## src/rtl/hood_mode_ctrl.sv

```systemverilog
// Kitchen-hood fan mode controller: OFF / STANDBY / LEVEL 1..NUM_LEVELS / CLEAN, timed hurricane and clean.
// Optional `HOOD_HURRICANE_LOCK_EN: hurricane re-entry is refused until the block passes through STANDBY.

module hood_mode_ctrl #(
  parameter int CLK_HZ      = 100_000_000,
  parameter int NUM_LEVELS  = 3,
  parameter int HURRICANE_S = 60,
  parameter int CLEAN_S     = 180,
  localparam int MW    = $clog2(NUM_LEVELS + 3),
  localparam int MAX_S = (HURRICANE_S > CLEAN_S) ? HURRICANE_S : CLEAN_S,
  localparam int TW    = $clog2(MAX_S + 1),
  localparam int LW    = NUM_LEVELS + 2
) (
  input  logic                  clk,
  input  logic                  rst,
  input  logic                  power_on,
  input  logic                  menu_btn,
  input  logic [NUM_LEVELS-1:0] level_btn,
  input  logic                  clean_btn,
  input  logic                  hurricane_en,
  output logic [MW-1:0]         mode_state,
  output logic [LW-1:0]         led,
  output logic                  menu_armed,
  output logic [TW-1:0]         remaining_s
);

  localparam int            PW      = (CLK_HZ > 1) ? $clog2(CLK_HZ) : 1;
  localparam logic [PW-1:0] PRE_MAX = PW'(CLK_HZ - 1);
  localparam logic [MW-1:0] TOP     = MW'(NUM_LEVELS);
  localparam logic [MW-1:0] M_CLEAN = MW'(NUM_LEVELS + 1);
  localparam logic [MW-1:0] M_OFF   = MW'(NUM_LEVELS + 2);

  typedef enum logic [1:0] {ST_OFF, ST_STANDBY, ST_LEVEL, ST_CLEAN} state_t;

  state_t          state_q, state_d;
  logic [MW-1:0]   lvl_q, lvl_d;
  logic            armed_q, armed_d;
  logic            menu_prev_q;
  logic [TW-1:0]   rem_q, rem_d;
  logic [PW-1:0]   pre_q, pre_d;
  logic [MW-1:0]   mode_q, mode_d;
  logic [LW-1:0]   led_q, led_d;

  logic                  menu_edge, top_ok;
  logic [NUM_LEVELS-1:0] allow_mask, own_mask;
  logic [MW-1:0]         sb_pick, lv_pick;
  logic                  in_hur, in_timed, tick, expire;
  logic                  hur_d, timed_d;

  // Level number (1-based) of the lowest set request bit, 0 when none.
  function automatic logic [MW-1:0] lowest_level(input logic [NUM_LEVELS-1:0] req);
    logic [MW-1:0] lvl;
    lvl = '0;
    for (int i = NUM_LEVELS - 1; i >= 0; i--)
      if (req[i]) lvl = MW'(i + 1);
    return lvl;
  endfunction

  assign menu_edge = menu_btn & ~menu_prev_q;

  always_comb begin
    allow_mask = '1;
    allow_mask[NUM_LEVELS-1] = top_ok;
    own_mask = '0;
    for (int i = 0; i < NUM_LEVELS; i++)
      own_mask[i] = (lvl_q == MW'(i + 1));
  end

  assign sb_pick  = lowest_level(level_btn & allow_mask);
  assign lv_pick  = lowest_level(level_btn & allow_mask & ~own_mask);

  assign in_hur   = (state_q == ST_LEVEL) && (lvl_q == TOP);
  assign in_timed = in_hur || (state_q == ST_CLEAN);
  assign tick     = in_timed && (pre_q == PRE_MAX);
  assign expire   = tick && (rem_q == TW'(1));

  assign hur_d    = (state_d == ST_LEVEL) && (lvl_d == TOP);
  assign timed_d  = hur_d || (state_d == ST_CLEAN);

  always_comb begin
    state_d = state_q;
    lvl_d   = lvl_q;
    armed_d = armed_q;
    rem_d   = rem_q;
    pre_d   = '0;
    if (in_timed) pre_d = tick ? '0 : pre_q + PW'(1);
    if (tick)     rem_d = rem_q - TW'(1);

    if (!power_on) begin
      state_d = ST_OFF;
      armed_d = 1'b0;
    end else begin
      case (state_q)
        ST_OFF: state_d = ST_STANDBY;
        ST_STANDBY: begin
          if (menu_edge) armed_d = ~armed_q;
          // Acceptance decisions use the registered arm bit, not this cycle's toggle.
          if (armed_q) begin
            if (sb_pick != '0) begin
              state_d = ST_LEVEL;
              lvl_d   = sb_pick;
              armed_d = 1'b0;
            end else if (clean_btn) begin
              state_d = ST_CLEAN;
              armed_d = 1'b0;
            end
          end
        end
        ST_LEVEL: begin
          if (lvl_q == TOP) begin
            if (expire || menu_edge || !hurricane_en) lvl_d = TOP - MW'(1);
          end else if (menu_edge) begin
            state_d = ST_STANDBY;
          end else if (lv_pick != '0) begin
            lvl_d = lv_pick;
          end
        end
        ST_CLEAN: if (expire) state_d = ST_STANDBY;
        default:  state_d = ST_OFF;
      endcase
    end

    // Countdown only lives inside a timed mode; each entry restarts it from full.
    if (!timed_d) begin
      rem_d = '0;
      pre_d = '0;
    end else if (hur_d && !in_hur) begin
      rem_d = TW'(HURRICANE_S);
      pre_d = '0;
    end else if ((state_d == ST_CLEAN) && (state_q != ST_CLEAN)) begin
      rem_d = TW'(CLEAN_S);
      pre_d = '0;
    end
  end

  always_comb begin
    mode_d = M_OFF;
    led_d  = '0;
    case (state_d)
      ST_STANDBY: begin mode_d = '0;      led_d[0]    = 1'b1; end
      ST_LEVEL:   begin mode_d = lvl_d;   led_d       = LW'(1) << lvl_d; end
      ST_CLEAN:   begin mode_d = M_CLEAN; led_d[LW-1] = 1'b1; end
      default: ;
    endcase
  end

`ifdef HOOD_HURRICANE_LOCK_EN
  logic lock_q, lock_d;

  always_comb begin
    lock_d = lock_q;
    if (in_hur && !hur_d) lock_d = 1'b1;
    if ((state_d == ST_OFF) || (state_d == ST_STANDBY)) lock_d = 1'b0;
  end

  always_ff @(posedge clk) begin
    if (rst) lock_q <= 1'b0;
    else     lock_q <= lock_d;
  end

  assign top_ok = hurricane_en & ~lock_q;
`else
  assign top_ok = hurricane_en;
`endif

  always_ff @(posedge clk) begin
    if (rst) begin
      state_q     <= ST_OFF;
      lvl_q       <= '0;
      armed_q     <= 1'b0;
      menu_prev_q <= 1'b0;
      rem_q       <= '0;
      pre_q       <= '0;
      mode_q      <= M_OFF;
      led_q       <= '0;
    end else begin
      state_q     <= state_d;
      lvl_q       <= lvl_d;
      armed_q     <= armed_d;
      menu_prev_q <= menu_btn;
      rem_q       <= rem_d;
      pre_q       <= pre_d;
      mode_q      <= mode_d;
      led_q       <= led_d;
    end
  end

  assign mode_state  = mode_q;
  assign led         = led_q;
  assign menu_armed  = armed_q;
  assign remaining_s = rem_q;

endmodule

```

## config.mk

```make
export PLATFORM = sky130hd
export DESIGN_NAME = hood_mode_ctrl
export DESIGN_NICKNAME = d
export VERILOG_FILES = /design/src/rtl/hood_mode_ctrl.sv
export SDC_FILE = /design/constraint.sdc
export NUM_CORES = 1
export LEC_CHECK = 0
export CAP_MARGIN = 20
export CORE_ASPECT_RATIO = 1.4
export CORE_UTILIZATION = 36
export CTS_BUF_LIST = sky130_fd_sc_hd__clkbuf_4 sky130_fd_sc_hd__clkbuf_8
export DETAILED_ROUTE_END_ITERATION = 10
export PLACE_DENSITY = 0.57
export SLEW_MARGIN = 20
export SYNTH_ARGS = -nofsm -noshare
export SYNTH_HDL_FRONTEND = slang
export SYNTH_SLANG_ARGS = --single-unit
```

## constraint.sdc

```tcl
create_clock -name clk -period 5.6 [get_ports clk]
set_input_delay 0.84 -clock clk [delete_from_list [all_inputs] [get_ports clk]]
set_output_delay 0.84 -clock clk [all_outputs]
set_load 0.02 [all_outputs]
```

==> results of run 1 <==
==> worst register-to-register path: cells and delay by family (launching register included) <==
family,cells,cell delay [ns]
AOI/OAI and AO/OA,4,1.18
adders and majority gates,2,0.52
buffers and inverters,2,0.21
DFF,1,0.41
and+or+nand+nor,5,1.71
==> stage by stage <==
step | std cells | total power [mW]
4_1_cts | 460 | 0.666
3_5_place_dp | 452 | 0.399
5_1_grt | 461 | 0.681
2_1_floorplan | 339 | 0.384
3_3_place_gp | 452 | 0.399
6_report | 461 | 0.657
==> state kept, by name, summed over array words and instances (netlist names) <==
name         flops
remaining_s      8
pre_q           27
lvl_q            3
mode_state       3
menu_prev_q      1
led              5
menu_armed       1
state_q          2
==> path summary, 6_finish.rpt <==
path                      from              to  slack [ns]  cells past startpoint
setup / recovery  hurricane_en  remaining_s[6]        1.44                     11
hold / removal       pre_q[24]       pre_q[24]        0.58                      3
setup reg to reg    state_q[0]  remaining_s[6]        1.49                     13
hold reg to reg      pre_q[24]       pre_q[24]        0.58                      3
==> synth_stat cells, drive strengths merged (2+ instances only) <==
cell / number / area share [%]
xnor2: 18 / 5.3
nor2: 15 / 1.9
o2111ai: 3 / 0.88
inv: 14 / 1.8
dfxtp: 50 / 33
o211ai: 2 / 0.50
and3: 3 / 0.63
a21o: 2 / 0.50
nor4b: 2 / 0.59
nor2b: 6 / 1.3
a31oi: 5 / 1.5
or3: 3 / 0.63
nand2b: 8 / 1.7
and3b: 4 / 1.2
a41oi: 2 / 0.59
or4b: 2 / 0.67
o22ai: 2 / 0.42
nand2: 37 / 4.6
and2: 4 / 0.84
nand3: 21 / 3.5
o21ai: 7 / 1.2
xor2: 14 / 4.1
clkbuf: 6 / 0.75
ha: 11 / 4.6
a211oi: 4 / 1.2
nor3: 37 / 9.7
a221oi: 2 / 0.59
a21oi: 4 / 0.67
buf: 10 / 3.1
nand4: 10 / 2.1
nand4b: 2 / 0.59
nand3b: 2 / 0.63
or4: 2 / 0.63
nor4: 12 / 4.1
==> layout by cell type (no fill, tap or decap), types with 3 or more instances in the layout <==
master / instances
nand4_1: 10
and2_1: 4
xor2_1: 14
nand3_1: 21
nor2b_1: 6
ha_1: 11
clkbuf_8: 5
nor3_1: 16
a211oi_1: 3
o2111ai_1: 3
and3_1: 3
inv_1: 14
nor4_2: 5
xnor2_1: 18
and3b_1: 4
nand2b_1: 8
a21oi_1: 4
nor3_2: 20
or3_1: 3
nor2_1: 15
o21ai_0: 6
nand2_1: 37
a31oi_1: 4
clkdlybuf4s50_1: 25
nor4_1: 6
dfxtp_1: 50
==> power by group <==
group          switching (mW)  internal, mW  leakage, nW
Combinational          0.0178        0.0143        0.609
Sequential            0.00136         0.357        0.404
Clock                   0.122         0.144       0.0593
==> area by class of cell <==
class                   count  area share, %
multi-input cells         259           53.9
flip-flops and latches     50           29.5
repair buffers             28           7.96
well taps                 102           3.76
clock buffers               7           2.47
inverters                  14           1.55
clock inverters             1          0.885
==> layer usage <==
layer | up-vias | global-route usage [%] | routed length, um | part of all wire, %
met1 | 1237 | 18.0 | 2870 | 40
met4 | 0 | 9.74 | 305 | 4.3
met3 | 23 | 2.32 | 138 | 1.9
met2 | 45 | 34.5 | 3810 | 53
li1 | 1259 | - | - | -
met5 | - | 0 | 0 | 0
==> cell families after synthesis <==
| group | Yosys count | synth area share (%) |
|---|---|---|
| AO/OA/AOI/OAI | 40 | 10.0 |
| XOR/XNOR | 32 | 9.38 |
| adder cells (fa/ha/maj) | 11 | 4.60 |
| buffers and inverters | 30 | 5.57 |
| flip-flops | 50 | 33.5 |
| multiplexers | 1 | 0.335 |
| AND/OR/NAND/NOR | 175 | 36.6 |
==> results.sh, run 1 <==
export IMPL_initial_core_util_pct=36.9
export IMPL_coreArea_mm2=0.00810
export IMPL_postCtsSetupBuffers=0
export IMPL_dp_hpwl_um=5240
export IMPL_worstPathMaxFanout=35
export IMPL_finalSetupTns_ns=0
export IMPL_synth_edff_count=0
export IMPL_wl_per_cell_um=15.5
export IMPL_grt_overflow_total=0
export IMPL_clockBufferDepth=2
export IMPL_hold_buffers=0
export IMPL_die_w_um=79.0
export IMPL_synthCells=339
export IMPL_post_cts_resized=0
export IMPL_numCtsBuffers=5
export IMPL_drtAntennaViolNets=0
export IMPL_drc_errors=0
export IMPL_grt_pass1_wl_um=12000
export IMPL_peakVddDrop_mv=0.121
export IMPL_grt_setup_unrepaired="no"
export IMPL_crit_type="input port to flop"
export IMPL_synth_area_mm2=0.00299
export IMPL_n_antenna_cell=0
export IMPL_ys_flop_type="dfxtp_1"
export IMPL_cp_buffers_inverters=2
export IMPL_rows=39
export IMPL_cp_start_kind="input port"
export IMPL_vias_per_cell=5.56
export IMPL_gp_congestion=0.864
export IMPL_crit_path_end_kind="flop"
export IMPL_cap_violations=0
export IMPL_synthDistinctLibCells=59
export IMPL_fin_crit_sh_pct=74.3
export IMPL_max_freq_mhz=240
export IMPL_path_clk_slew_ns=0.10
export IMPL_drive_above_1_share_pct=12.3
export IMPL_ys_seq_area_share_pct=33.5
export IMPL_power_leakage_nw=1.07
export IMPL_dp_slack_ns=1.15
export IMPL_crit_path_max_incr_delay_ns=0.72
export IMPL_clock_latency_ns=0.31
export IMPL_fp_dieH_um=110
export IMPL_synth_nets=359
export IMPL_async_flop_share_pct=0
export IMPL_final_max_slew_viol_count=0
export IMPL_die_area_mm2=0.00868
export IMPL_synth_area_per_cell_um2=8.82
export IMPL_drt_initial_drc_count=90
export IMPL_multi_input_area_mm2=0.00183
export IMPL_synth_seq_cells=50
export IMPL_seqCellArea_mm2=0.00100
export IMPL_maxSlewHeadroom_pct=32.0
export IMPL_worstPathRequired_ns=5.82
export IMPL_portBuffers=25
export IMPL_cp_data_arrival_time_ns=4.38
export IMPL_fin_ws_ns=1.44
export IMPL_cp_cell_sequence="clkdlybuf4s50_1, a211oi_1, nand2b_1, a31oi_1, or4b_2, inv_1, ha_1, nor2b_1, o211ai_1, o31a_2, nor4_1"
export IMPL_cp_slowest_cell="or4b_2"
export IMPL_drt_first_pass_iters=4
export IMPL_placed_cell_area_mm2=0.00328
export IMPL_yosysWarnings=0
export IMPL_cts_sinks=50
export IMPL_powerDensity_mw_per_mm2=193
export IMPL_track_usage_pct=17.8
export IMPL_hold_class="flop to flop"
export IMPL_path_delay_family="simple AND/OR/NAND/NOR gates"
export IMPL_final_hold_viol_count=0
export IMPL_num_fill_cells=884
export IMPL_syn_to_final_growth_pct=13.6
export IMPL_outcome="complete, no violations"
export IMPL_antenna_found_initial=0
export IMPL_grt_max_degree=36
export IMPL_tightest_slew_ns=1.02
export IMPL_postLayoutCoreUtil_pct=41.9
export IMPL_io_pins=26
export IMPL_min_period_ns=4.16
export IMPL_dr_total_vias=2564
export IMPL_ctsHtreeMaxLevel=2
export IMPL_setup_viol=0
export IMPL_fin_skew_ns=0.0124
export IMPL_clock_root_buffer="clkbuf_8"
export IMPL_nets=378
export IMPL_hold_ws_ns=0.585
export IMPL_drt_total_wl_um=7120
export IMPL_cts_tree="yes"
export IMPL_grt_pass1_vias=2578
export IMPL_stdcell_area_mm2=0.00339
No activity file was read; power rests on OpenSTA's default activity.
==> run 2: changes to the inputs <==
Clock period 5.6 ns to 4.34 ns, I/O delays scaled along.
==> results.sh, run 2 (synthesis results as in run 1) <==
export IMPL_track_usage_pct=17.8
export IMPL_largest_reg_flops=27
export IMPL_grt_pass1_wl_um=12000
export IMPL_nets=384
export IMPL_die_area_mm2=0.00868
export IMPL_outcome="complete, no violations"
export IMPL_drive_above_1_share_pct=14.0
export IMPL_num_fill_cells=849
export IMPL_gp_congestion=0.909
export IMPL_path_delay_family="simple AND/OR/NAND/NOR gates"
export IMPL_cp_cell_sequence="inv_1, ha_1, and4b_1, o2111ai_1, nand3b_2, a221oi_1, or4b_2, inv_1, ha_1, nor2b_1, o211ai_1, o31a_2, nor4_2"
export IMPL_path_clk_slew_ns=0.11
export IMPL_wl_per_cell_um=15.2
export IMPL_drc_errors=0
export IMPL_hold_buffers=0
export IMPL_final_max_slew_viol_count=0
export IMPL_crit_type="flop to flop"
export IMPL_dr_total_vias=2529
export IMPL_crit_path_max_incr_delay_ns=0.71
export IMPL_final_hold_viol_count=0
export IMPL_cp_slowest_cell="o31a_2"
export IMPL_drt_total_wl_um=7090
export IMPL_tightest_slew_ns=1.02
export IMPL_power_leakage_nw=1.09
export IMPL_final_cell_mix="dfxtp_1 (50), nand2_1 (37), clkdlybuf4s50_1 (25)"
export IMPL_cts_sinks=50
export IMPL_syn_to_final_growth_pct=14.8
export IMPL_die_w_um=79.0
export IMPL_post_cts_resized=0
export IMPL_multi_input_area_mm2=0.00184
export IMPL_grt_pass1_vias=2579
export IMPL_crit_path_end_kind="flop"
export IMPL_cts_tree="yes"
export IMPL_antenna_found_initial=0
export IMPL_dp_hpwl_um=5310
export IMPL_mostFrequentLayoutCell="dfxtp_1"
export IMPL_n_antenna_cell=0
export IMPL_portBuffers=25
export IMPL_maxSlewHeadroom_pct=32.3
export IMPL_cp_buffers_inverters=2
export IMPL_clockBufferDepth=2
export IMPL_fin_skew_ns=0.0142
export IMPL_powerDensity_mw_per_mm2=233
export IMPL_ctsHtreeMaxLevel=2
export IMPL_peakVddDrop_mv=0.133
export IMPL_seqCellArea_mm2=0.00100
export IMPL_worstPathRequired_ns=4.57
export IMPL_drtAntennaViolNets=0
export IMPL_grt_overflow_total=0
export IMPL_drt_initial_drc_count=96
export IMPL_max_freq_mhz=250
export IMPL_setup_viol=0
export IMPL_min_period_ns=3.99
export IMPL_finalSetupTns_ns=0
export IMPL_numCtsBuffers=5
export IMPL_coreArea_mm2=0.00810
export IMPL_grt_setup_unrepaired="no"
export IMPL_initial_core_util_pct=36.9
export IMPL_fp_dieH_um=110
export IMPL_clock_root_buffer="clkbuf_8"
export IMPL_cap_violations=0
export IMPL_grt_max_degree=36
export IMPL_fin_crit_sh_pct=92.0
export IMPL_cp_data_arrival_time_ns=4.22
export IMPL_cp_start_kind="flop"
export IMPL_rows=39
export IMPL_postCtsSetupBuffers=0
export IMPL_top_register="pre_q"
export IMPL_clock_latency_ns=0.32
export IMPL_worstPathMaxFanout=35
export IMPL_hold_class="flop to flop"
export IMPL_postLayoutCoreUtil_pct=42.4
export IMPL_vias_per_cell=5.42
export IMPL_io_pins=26
export IMPL_drt_first_pass_iters=4
[run 2: cell count changes in the layout (fill, tap and decap cells not counted), sizes merged]
| cell | previous run | this run |
|---|---|---|
| bufinv | 1 | 0 |
| clkinv | 0 | 2 |
| buf | 2 | 9 |
| inv | 14 | 15 |
| clkbuf | 8 | 5 |
[run 2: cell type report]
class,instances,area share (%)
clock buffers,5,2.01
multi-input cells,259,53.5
well taps,102,3.72
repair buffers,34,9.26
clock inverters,3,0.838
flip-flops and latches,50,29.2
inverters,14,1.53
[run 2: metal layers]
metal	vias up	wire [um]	global-route usage, %
li1	1269	-	-
met5	-	0	0
met2	39	3930	35.6
met1	1203	2790	17.5
met4	0	231	8.18
met3	18	142	2.74
[run 2: worst paths after layout]
| path | start | endpoint | slack, ns | cells past startpoint |
|---|---|---|---|---|
| max | state_q[0] | remaining_s[0] | 0.35 | 13 |
| min | pre_q[26] | pre_q[26] | 0.59 | 3 |
| max reg2reg | state_q[0] | remaining_s[0] | 0.35 | 13 |
| min reg2reg | pre_q[26] | pre_q[26] | 0.59 | 3 |
[run 2: power breakdown]
group	leakage (nW)	switching [mW]	internal, mW
clock network	0.0502	0.175	0.120
logic	0.638	0.0227	0.0204
registers	0.404	0.00157	0.461
total	1.09	0.200	0.601
[run 2: through the flow]
step	total power, mW	setup WS (ns)	hold WS, ns	cells	area [um2]
after floorplan	0.495	0.812	0.493	339	2990
final	0.801	0.347	0.595	467	3430
after global routing	0.834	0.0388	0.633	467	3430
after detailed placement	0.516	0.184	0.567	459	3330
after global placement	0.517	0.258	0.570	459	3330
after CTS	0.811	0.346	0.593	467	3430
[run 2: tightest hold or removal path, cell delays in order (launching register included)]
cell and delay [ns]:
dfxtp_1 0.38, xnor2_1 0.09, nand2_1 0.06, nor3_1 0.04
==> run 3: changes to the inputs <==
Settings changed: CORE_ASPECT_RATIO 1.4 to 0.6, CTS_BUF_LIST sky130_fd_sc_hd__clkbuf_4 sky130_fd_sc_hd__clkbuf_8 to sky130_fd_sc_hd__clkbuf_2 sky130_fd_sc_hd__clkbuf_4 sky130_fd_sc_hd__clkbuf_8.
==> results.sh, run 3 (synthesis results as in run 1) <==
export IMPL_p_seq_share_pct=55.9
export IMPL_final_hold_viol_count=0
export IMPL_drc_errors=0
export IMPL_grt_max_degree=32
export IMPL_grt_pass1_wl_um=11800
export IMPL_hold_class="flop to flop"
export IMPL_final_max_slew_viol_count=0
export IMPL_top_register="pre_q"
export IMPL_largest_reg_flops=27
export IMPL_p_switching_mw=0.177
export IMPL_vias_per_cell=5.30
export IMPL_cp_data_arrival_time_ns=4.22
export IMPL_min_period_ns=4.01
export IMPL_dr_total_vias=2519
export IMPL_final_cell_mix="dfxtp_1 (50), nand2_1 (37), clkdlybuf4s50_1 (25)"
export IMPL_cts_tree="yes"
export IMPL_drt_initial_drc_count=170
export IMPL_power_leakage_nw=1.11
export IMPL_clock_latency_ns=0.29
export IMPL_drt_first_pass_iters=4
export IMPL_die_area_mm2=0.00868
export IMPL_cts_sinks=50
export IMPL_coreArea_mm2=0.00795
export IMPL_p_int_mw=0.651
export IMPL_mostFrequentLayoutCell="dfxtp_1"
export IMPL_numCtsBuffers=5
export IMPL_wl_per_cell_um=14.9
export IMPL_nets=386
export IMPL_postCtsSetupBuffers=0
export IMPL_grt_pass1_vias=2227
export IMPL_rows=25
export IMPL_gp_congestion=0.833
export IMPL_worstPathRequired_ns=4.56
export IMPL_antenna_found_initial=0
export IMPL_ctsHtreeMaxLevel=2
export IMPL_clockBufferDepth=2
export IMPL_max_freq_mhz=250
export IMPL_swShare_pct=21.3
export IMPL_clock_root_buffer="clkbuf_8"
export IMPL_post_cts_resized=0
export IMPL_initial_core_util_pct=37.6
export IMPL_drive_above_1_share_pct=14.4
export IMPL_hold_buffers=0
export IMPL_outcome="complete, no violations"
export IMPL_io_pins=26
export IMPL_seqCellArea_mm2=0.00100
export IMPL_finalSetupTns_ns=0
export IMPL_syn_to_final_growth_pct=15.9
export IMPL_combinationalPowerShare_pct=5.4
export IMPL_drt_total_wl_um=7080
export IMPL_worstPathMaxFanout=29
export IMPL_p_clk_share_pct=38.8
export IMPL_setup_viol=0
export IMPL_path_clk_slew_ns=0.09
export IMPL_fin_crit_sh_pct=92.3
export IMPL_grt_setup_unrepaired="no"
export IMPL_multi_input_area_mm2=0.00184
export IMPL_powerDensity_mw_per_mm2=239
export IMPL_fin_skew_ns=0.00207
export IMPL_crit_type="flop to flop"
export IMPL_drtAntennaViolNets=0
export IMPL_fp_dieH_um=72.6
export IMPL_die_w_um=120
export IMPL_num_fill_cells=786
export IMPL_crit_path_end_kind="flop"
export IMPL_maxSlewHeadroom_pct=43.3
export IMPL_cp_start_kind="flop"
export IMPL_track_usage_pct=17.2
export IMPL_grt_overflow_total=0
export IMPL_power_total_mw=0.828
export IMPL_cap_violations=0
export IMPL_tightest_slew_ns=0.851
export IMPL_dp_hpwl_um=5250
export IMPL_peakVddDrop_mv=0.134
export IMPL_n_antenna_cell=0
export IMPL_portBuffers=25
## run 3: changes by cell type in the layout (fill, tap and decap cells not counted)
cell,previous run,this run
buf_4,9,11
inv_8,1,0
clkinv_4,2,0
bufinv_16,0,1
clkinv_2,0,2
## run 3: final timing paths
kind	startpoint	to	slack (ns)	cells after the start
hold reg to reg	lvl_q[2]	mode_state[2]	0.57	2
setup / recovery	state_q[0]	pre_q[23]	0.33	14
setup reg to reg	state_q[0]	pre_q[23]	0.33	14
hold / removal	lvl_q[2]	mode_state[2]	0.57	2
## run 3: layer usage
layer / vias to the layer above / track usage, % / share of wire (%)
met5: - / 0 / 0
met4: 0 / 2.50 / 0.45
met3: 2 / 3.59 / 5.4
met2: 66 / 20.6 / 35
met1: 1172 / 29.5 / 59
li1: 1279 / - / -
## run 3: through the flow
step | setup WS, ns | hold slack (ns) | instances | util, % | instance area [um2]
floorplan | 0.812 | 0.493 | 339 | - | 2990
global placement | 0.325 | 0.574 | 467 | 42.2 | 3350
detailed placement | 0.197 | 0.558 | 467 | 42.2 | 3350
CTS | 0.336 | 0.578 | 475 | 43.5 | 3460
global route | 0.139 | 0.624 | 475 | 43.6 | 3470
finish | 0.333 | 0.572 | 475 | 43.6 | 3470
## run 3: worst max-delay path: stages, from the launching register on
cell	delay, ns
dfxtp_1	0.40
inv_1	0.10
ha_1	0.24
and4b_1	0.23
o2111ai_1	0.19
nand3b_2	0.20
a221oi_1	0.09
or4b_2	0.70
inv_1	0.11
ha_1	0.18
nor2b_1	0.18
o211ai_1	0.15
o31a_2	0.67
buf_4	0.29
nor3_1	0.19
## run 3: power by group through the flow
stage / Combinational, mW / Sequential (mW) / Clock (mW)
after floorplan: 0.0202 / 0.475 / 0
after global placement: 0.0436 / 0.473 / 0
after detailed placement: 0.0431 / 0.474 / 0
after CTS: 0.0434 / 0.463 / 0.328
after global routing: 0.0481 / 0.463 / 0.350
final: 0.0444 / 0.463 / 0.321
## run 3: cell type report
| cell class | count | share of cell area [%] |
|---|---|---|
| multi-input cells | 259 | 53.0 |
| flip-flops and latches | 50 | 28.9 |
| repair buffers | 36 | 9.60 |
| well taps | 108 | 3.90 |
| clock buffers | 5 | 1.99 |
| inverters | 14 | 1.52 |
| clock inverters | 3 | 1.16 |
